File: src/rtl/sram_controller_pkg.sv
// Shared definitions for the SRAM controller and the fetcher side that talks to it.
// Holds the bus widths, FSM state encoding and arbitration port identifiers.
package sram_controller_pkg;

    localparam int ADDR_SIZE = 15;
    localparam int DATA_SIZE = 8;
    localparam int WAIT_W    = 4;

    typedef enum logic [1:0] {
        IDLE   = 2'd0,
        ACCESS = 2'd1,
        DONE   = 2'd2
    } state_t;

    typedef enum logic {
        PORT_FETCH = 1'b0,
        PORT_DATA  = 1'b1
    } port_t;

endpackage

File: src/rtl/sram_controller_if.sv
// Fetch port, data port and SRAM pin bundle between the controller and its neighbours.
// The slave modport is the controller's view; master is the requester/SRAM side.
interface sram_controller_if;
    import sram_controller_pkg::*;

    logic [ADDR_SIZE-1:0] fetch_addr;
    logic                 fetch_rd_en;
    logic [DATA_SIZE-1:0] fetch_d_out;
    logic                 fetch_ack;

    logic [ADDR_SIZE-1:0] data_addr;
    logic                 data_rd_en;
    logic                 data_wr_en;
    logic [DATA_SIZE-1:0] data_wdata;
    logic [DATA_SIZE-1:0] data_d_out;
    logic                 data_ack;

    logic [ADDR_SIZE-1:0] sram_addr;
    logic [DATA_SIZE-1:0] sram_dq_out;
    logic                 sram_dq_oe;
    logic [DATA_SIZE-1:0] sram_dq_in;
    logic                 sram_ce_n;
    logic                 sram_oe_n;
    logic                 sram_we_n;

    modport slave (
        input  fetch_addr, fetch_rd_en,
        output fetch_d_out, fetch_ack,
        input  data_addr, data_rd_en, data_wr_en, data_wdata,
        output data_d_out, data_ack,
        output sram_addr, sram_dq_out, sram_dq_oe,
        input  sram_dq_in,
        output sram_ce_n, sram_oe_n, sram_we_n
    );

    modport master (
        output fetch_addr, fetch_rd_en,
        input  fetch_d_out, fetch_ack,
        output data_addr, data_rd_en, data_wr_en, data_wdata,
        input  data_d_out, data_ack,
        input  sram_addr, sram_dq_out, sram_dq_oe,
        output sram_dq_in,
        input  sram_ce_n, sram_oe_n, sram_we_n
    );

endinterface

File: src/rtl/sram_controller.sv
// Round-robin arbiter between the fetch and data ports onto one asynchronous SRAM bank,
// with a fixed wait-state count per access and a one-cycle acknowledge on the granted port.
module sram_controller
    import sram_controller_pkg::*;
#(
    parameter int WAIT_STATES = 2
) (
    input  logic               clk,
    input  logic               reset,
    sram_controller_if.slave   bus
);

    localparam logic [WAIT_W-1:0] WAIT_LOAD = WAIT_W'(WAIT_STATES);

    state_t               state;
    state_t               next_state;
    port_t                last_grant;
    port_t                sel_port;
    logic                 start;
    logic                 is_write;
    logic [WAIT_W-1:0]    wait_cnt;
    logic [ADDR_SIZE-1:0] addr_q;
    logic [DATA_SIZE-1:0] wr_data;
    logic [DATA_SIZE-1:0] rd_data;

    logic fetch_req;
    logic data_req;
    logic ce_n;
    logic oe_n;
    logic we_n;
    logic dq_oe;
    logic fetch_ack;
    logic data_ack;

    assign fetch_req = bus.fetch_rd_en;
    assign data_req  = bus.data_rd_en | bus.data_wr_en;

    // last_grant doubles as the owner of the access in flight, so DONE uses it to route the ack.
    always_ff @(posedge clk) begin
        if (reset) begin
            state      <= IDLE;
            last_grant <= PORT_DATA;
            is_write   <= 1'b0;
            wait_cnt   <= '0;
            addr_q     <= '0;
            wr_data    <= '0;
            rd_data    <= '0;
        end else begin
            state <= next_state;
            if (start) begin
                last_grant <= sel_port;
                wait_cnt   <= WAIT_LOAD;
                if (sel_port == PORT_FETCH) begin
                    addr_q   <= bus.fetch_addr;
                    is_write <= 1'b0;
                end else begin
                    addr_q   <= bus.data_addr;
                    is_write <= bus.data_wr_en;
                    wr_data  <= bus.data_wdata;
                end
            end else if (state == ACCESS) begin
                if (wait_cnt != '0) begin
                    wait_cnt <= wait_cnt - 1'b1;
                end else if (!is_write) begin
                    rd_data <= bus.sram_dq_in;
                end
            end
        end
    end

    // A data request with both read and write raised is serviced as a write.
    always_comb begin
        next_state = state;
        sel_port   = last_grant;
        start      = 1'b0;
        ce_n       = 1'b1;
        oe_n       = 1'b1;
        we_n       = 1'b1;
        dq_oe      = 1'b0;
        fetch_ack  = 1'b0;
        data_ack   = 1'b0;
        case (state)
            IDLE: begin
                if (fetch_req || data_req) begin
                    start      = 1'b1;
                    next_state = ACCESS;
                    if (fetch_req && data_req) begin
                        sel_port = (last_grant == PORT_DATA) ? PORT_FETCH : PORT_DATA;
                    end else begin
                        sel_port = fetch_req ? PORT_FETCH : PORT_DATA;
                    end
                end
            end
            ACCESS: begin
                ce_n = 1'b0;
                if (is_write) begin
                    dq_oe = 1'b1;
                    if (wait_cnt != WAIT_LOAD) begin
                        we_n = 1'b0;
                    end
                end else begin
                    oe_n = 1'b0;
                end
                if (wait_cnt == '0) begin
                    next_state = DONE;
                end
            end
            DONE: begin
                next_state = IDLE;
                fetch_ack  = (last_grant == PORT_FETCH);
                data_ack   = (last_grant == PORT_DATA);
            end
            default: begin
                next_state = IDLE;
            end
        endcase
    end

    assign bus.sram_addr   = addr_q;
    assign bus.sram_dq_out = wr_data;
    assign bus.sram_dq_oe  = dq_oe;
    assign bus.sram_ce_n   = ce_n;
    assign bus.sram_oe_n   = oe_n;
    assign bus.sram_we_n   = we_n;
    assign bus.fetch_ack   = fetch_ack;
    assign bus.data_ack    = data_ack;
    assign bus.fetch_d_out = rd_data;
    assign bus.data_d_out  = rd_data;

endmodule

File: src/flat_wrapper.sv
// flat-port wrapper written by rule: the top's interface ports become plain ports
module sram_controller_flat import sram_controller_pkg::*;
#(
    parameter int WAIT_STATES = 2
)
  (clk, reset, bus_fetch_addr, bus_fetch_rd_en, bus_fetch_d_out, bus_fetch_ack, bus_data_addr, bus_data_rd_en, bus_data_wr_en, bus_data_wdata, bus_data_d_out, bus_data_ack, bus_sram_addr, bus_sram_dq_out, bus_sram_dq_oe, bus_sram_dq_in, bus_sram_ce_n, bus_sram_oe_n, bus_sram_we_n);
  sram_controller_if bus_i ();
  input  logic clk;
  input  logic reset;
  input wire logic [$bits(bus_i.fetch_addr)-1:0] bus_fetch_addr;
  input wire logic [$bits(bus_i.fetch_rd_en)-1:0] bus_fetch_rd_en;
  output wire logic [$bits(bus_i.fetch_d_out)-1:0] bus_fetch_d_out;
  output wire logic [$bits(bus_i.fetch_ack)-1:0] bus_fetch_ack;
  input wire logic [$bits(bus_i.data_addr)-1:0] bus_data_addr;
  input wire logic [$bits(bus_i.data_rd_en)-1:0] bus_data_rd_en;
  input wire logic [$bits(bus_i.data_wr_en)-1:0] bus_data_wr_en;
  input wire logic [$bits(bus_i.data_wdata)-1:0] bus_data_wdata;
  output wire logic [$bits(bus_i.data_d_out)-1:0] bus_data_d_out;
  output wire logic [$bits(bus_i.data_ack)-1:0] bus_data_ack;
  output wire logic [$bits(bus_i.sram_addr)-1:0] bus_sram_addr;
  output wire logic [$bits(bus_i.sram_dq_out)-1:0] bus_sram_dq_out;
  output wire logic [$bits(bus_i.sram_dq_oe)-1:0] bus_sram_dq_oe;
  input wire logic [$bits(bus_i.sram_dq_in)-1:0] bus_sram_dq_in;
  output wire logic [$bits(bus_i.sram_ce_n)-1:0] bus_sram_ce_n;
  output wire logic [$bits(bus_i.sram_oe_n)-1:0] bus_sram_oe_n;
  output wire logic [$bits(bus_i.sram_we_n)-1:0] bus_sram_we_n;
  assign bus_i.fetch_addr = bus_fetch_addr;
  assign bus_i.fetch_rd_en = bus_fetch_rd_en;
  assign bus_fetch_d_out = bus_i.fetch_d_out;
  assign bus_fetch_ack = bus_i.fetch_ack;
  assign bus_i.data_addr = bus_data_addr;
  assign bus_i.data_rd_en = bus_data_rd_en;
  assign bus_i.data_wr_en = bus_data_wr_en;
  assign bus_i.data_wdata = bus_data_wdata;
  assign bus_data_d_out = bus_i.data_d_out;
  assign bus_data_ack = bus_i.data_ack;
  assign bus_sram_addr = bus_i.sram_addr;
  assign bus_sram_dq_out = bus_i.sram_dq_out;
  assign bus_sram_dq_oe = bus_i.sram_dq_oe;
  assign bus_i.sram_dq_in = bus_sram_dq_in;
  assign bus_sram_ce_n = bus_i.sram_ce_n;
  assign bus_sram_oe_n = bus_i.sram_oe_n;
  assign bus_sram_we_n = bus_i.sram_we_n;
  sram_controller #(.WAIT_STATES(WAIT_STATES)) u_core (.clk(clk), .reset(reset), .bus(bus_i));
endmodule
File: config.mk
export PLATFORM = sky130hd
export DESIGN_NAME = sram_controller_flat
export DESIGN_NICKNAME = d
export VERILOG_FILES = /design/src/rtl/sram_controller_pkg.sv /design/src/rtl/sram_controller_if.sv /design/src/rtl/sram_controller.sv /design/src/flat_wrapper.sv
export SDC_FILE = /design/constraint.sdc
export NUM_CORES = 1
export LEC_CHECK = 0
export ABC_AREA = 1
export CAP_MARGIN = 20
export CORE_MARGIN = 2
export CORE_UTILIZATION = 44
export CTS_BUF_LIST = sky130_fd_sc_hd__clkbuf_8
export CTS_CLUSTER_SIZE = 10
export DETAILED_ROUTE_END_ITERATION = 7
export PLACE_DENSITY = 0.95
export SYNTH_ARGS = -nofsm -noshare
export SYNTH_HDL_FRONTEND = slang
export SYNTH_SLANG_ARGS = --single-unit
File: constraint.sdc
create_clock -name clk -period 2.96 [get_ports clk]
set_clock_uncertainty 0.15 [all_clocks]
set_input_delay 0.592 -clock clk [delete_from_list [all_inputs] [get_ports clk]]
set_output_delay 0.592 -clock clk [all_outputs]
set_load 0.02 [all_outputs]
==> results of run 1 <==
-- layout make-up --
class                      count  area [um^2]
tap                           50         62.6
inverter                      44          165
clock inverter                 1         3.75
timing repair buffer          96          958
multi-input combinational    164          788
clock buffer                   7         96.3
sequential                    39          781
fill                         322         1170
-- worst register-to-register path: stages (launching register included) --
cell     delay (ns)
dfxtp_1        0.36
nor2_4         0.19
nand3_4        0.28
nand2_4        0.29
nand2_1        0.08
nand3_1        0.09
nand2_1        0.06
-- cell usage in the layout, fill, tap and decap left out --
master	n
clkdlybuf4s50_1	95
inv_1	42
nor2_1	15
o22ai_1	1
nand2_1	63
clkbuf_8	7
o21ai_0	9
nand2_2	4
a21oi_1	12
inv_2	3
nand3_4	1
buf_4	1
nor2_4	4
dfxtp_1	39
nand2_4	3
nand3_1	40
nor3_1	11
o31ai_1	1
-- kinds of logic after synthesis --
| family | synth area share (%) |
|---|---|
| AOI/OAI and AO/OA | 6.42 |
| and+or+nand+nor | 36.2 |
| buffers and inverters | 15.2 |
| DFF | 42.2 |
-- sequential cells by signal, summed over array words and instances, names as in the netlist --
signal / cells
u_core.wait_cnt: 4
u_core.bus.data_d_out: 8
u_core.is_write: 1
u_core.bus.sram_addr: 15
u_core.state: 2
u_core.last_grant: 1
u_core.bus.sram_dq_out: 8
-- routing by layer --
metal / track usage, % / routed length (um) / up-vias
li1: - / - / 983
met5: 0 / 0 / -
met3: 6.01 / 290 / 10
met2: 35.7 / 2600 / 61
met4: 11.0 / 97 / 0
met1: 24.6 / 1930 / 900
-- report_power, final --
group | internal [mW] | switching, mW | leakage, nW
logic | 0.249 | 0.296 | 0.934
clock network | 0.209 | 0.172 | 0.0557
registers | 0.590 | 0.0402 | 0.321
total | 1.05 | 0.508 | 1.31
-- path summary, 6_finish.rpt --
check / from / endpoint / slack, ns / depth (start not counted)
hold / removal: u_core.wait_cnt[3] / u_core.wait_cnt[3] / 0.30 / 2
hold reg to reg: u_core.wait_cnt[3] / u_core.wait_cnt[3] / 0.30 / 2
setup reg to reg: u_core.state[0] / u_core.bus.sram_addr[9] / 1.36 / 6
setup / recovery: u_core.wait_cnt[2] / bus_sram_we_n / 0.41 / 4
==> reports/summary.txt, run 1 <==
Post-cts sizing count: 0
YS warnings: 0
Hpwl dp: 3.74 mm
CP cell instances: nor2_1 -> inv_1 -> o31ai_1 -> clkdlybuf4s50_1
Slowest cell on the critical path: clkdlybuf4s50_1
Final period utilization: 86.2%
Maximum vdd drop: 364 uV
Nature of the critical path startpoint: register
Placeable Area: 4030 um^2
Kind of critical path: reg2out
Count leader, synth: nand2_1
H-tree Lvls: 2
Post-layout min period: 2.55 ns
Number of synthesized flops with an enable pin: 0
Setup TNS Final: 0 ns
Layout cells sized above 1: 6.55%
Crit path required time: 2.22 ns
First drt pass iteration count: 4
Final setup fails: 0
Clock Path Buffers: 2
Area leader, netlist: dfxtp_1
Die ar.: 4740 um^2
Top delay family on crit path: buffers and inverters
Outcome: complete, no violations
Fin. max-slew vios: 0
Vias in the first global route: 1677
Worst-Margin Slew: 0.414 ns
Syn Std Cell Area: 1850 um^2
Asr flop ratio synth: 0%
Synth top area cells: dfxtp_1 42%, nand2_1 13%, nand3_1 11%
Final wirelength: 4.92 mm
Pin count of the biggest net entering global routing: 26
Rows: 23
Residual DRC: 0
Final Worst Setup Slack: 0.407 ns
Crit path DAT: 1.81 ns
RSZ-0062 raised after global routing: no
First-pass GRT wire length: 7.44 mm
Register area share after synthesis: 42.2%
Placed instance count: 393
Critical Path End Type: output pin
Avg Cell Area, Syn: 7.01 um^2
Design area: 2860 um^2
Area Overhead vs Synth: 54.3%
Crit path largest cell delay: 0.65 ns
Synth Instances: 264
Ant diodes: 0
Postcts setup bufs: 0
HP Class: reg2reg
Initial detailed-routing violation count: 51
Input/output buffers: 95
Clock transition at path regs: 0.07 ns
Grt ovf: 0
CP Max Fanout: 3
Initial antenna violation count: 0
Final Util: 70.9%
Most used DFF post-synth: dfxtp_1
RD Place Congestion: 0.877
Final hold viol count: 0
Routed len/inst: 12.3 um
Syn Nets: 315
Final #Nets: 401
Crit path buffers/inverters: 2
Clk root buf: clkbuf_8
Hold slack: 0.303 ns
Vias per cell: 4.87
Die W: 68.9 um
Setup WS pre-CTS: 0.716 ns
Rel. slew slack: 72.3%
DR vias: 1954
Top cell type's share of synthesized area: 42.2%
Pwr/cell area: 545 nW/um^2
Post-Layout Cell Count: 401
Fmax: 392 MHz
Max Cap Viol: 0
Leakage power: 1.31 nW
Post-DRT Antenna Nets: 0
Synth top cells by count: 63 x nand2_1, 41 x inv_1, 40 x nand3_1
Global-route usage over all layers: 21.3%
Vert. Die Dim: 68.9 um
Initial core utilization: 45.9%
Cts bufs inserted: 5
Distinct cell type count after synthesis: 19
# clock sinks: 39
Yosys reg bits: 39
Placed cell area: 2760 um^2
Post-cts hold buffer count: 0
Clock Latency Late Sink: 0.29 ns
IO Pins: 96
Tot Pwr: 1.56 mW
CTS tree: yes
Power figures use the tool's default switching activity.
==> run 2: changes to the inputs <==
--- a/config.mk
+++ b/config.mk
@@ -6,7 +6,6 @@
 export NUM_CORES = 1
 export LEC_CHECK = 0
 export ABC_AREA = 1
-export CAP_MARGIN = 20
 export CORE_MARGIN = 2
 export CORE_UTILIZATION = 44
 export CTS_BUF_LIST = sky130_fd_sc_hd__clkbuf_8
==> results of run 2 <==
Same layout as run 1: the final DEF is identical, and so are final timing and power.
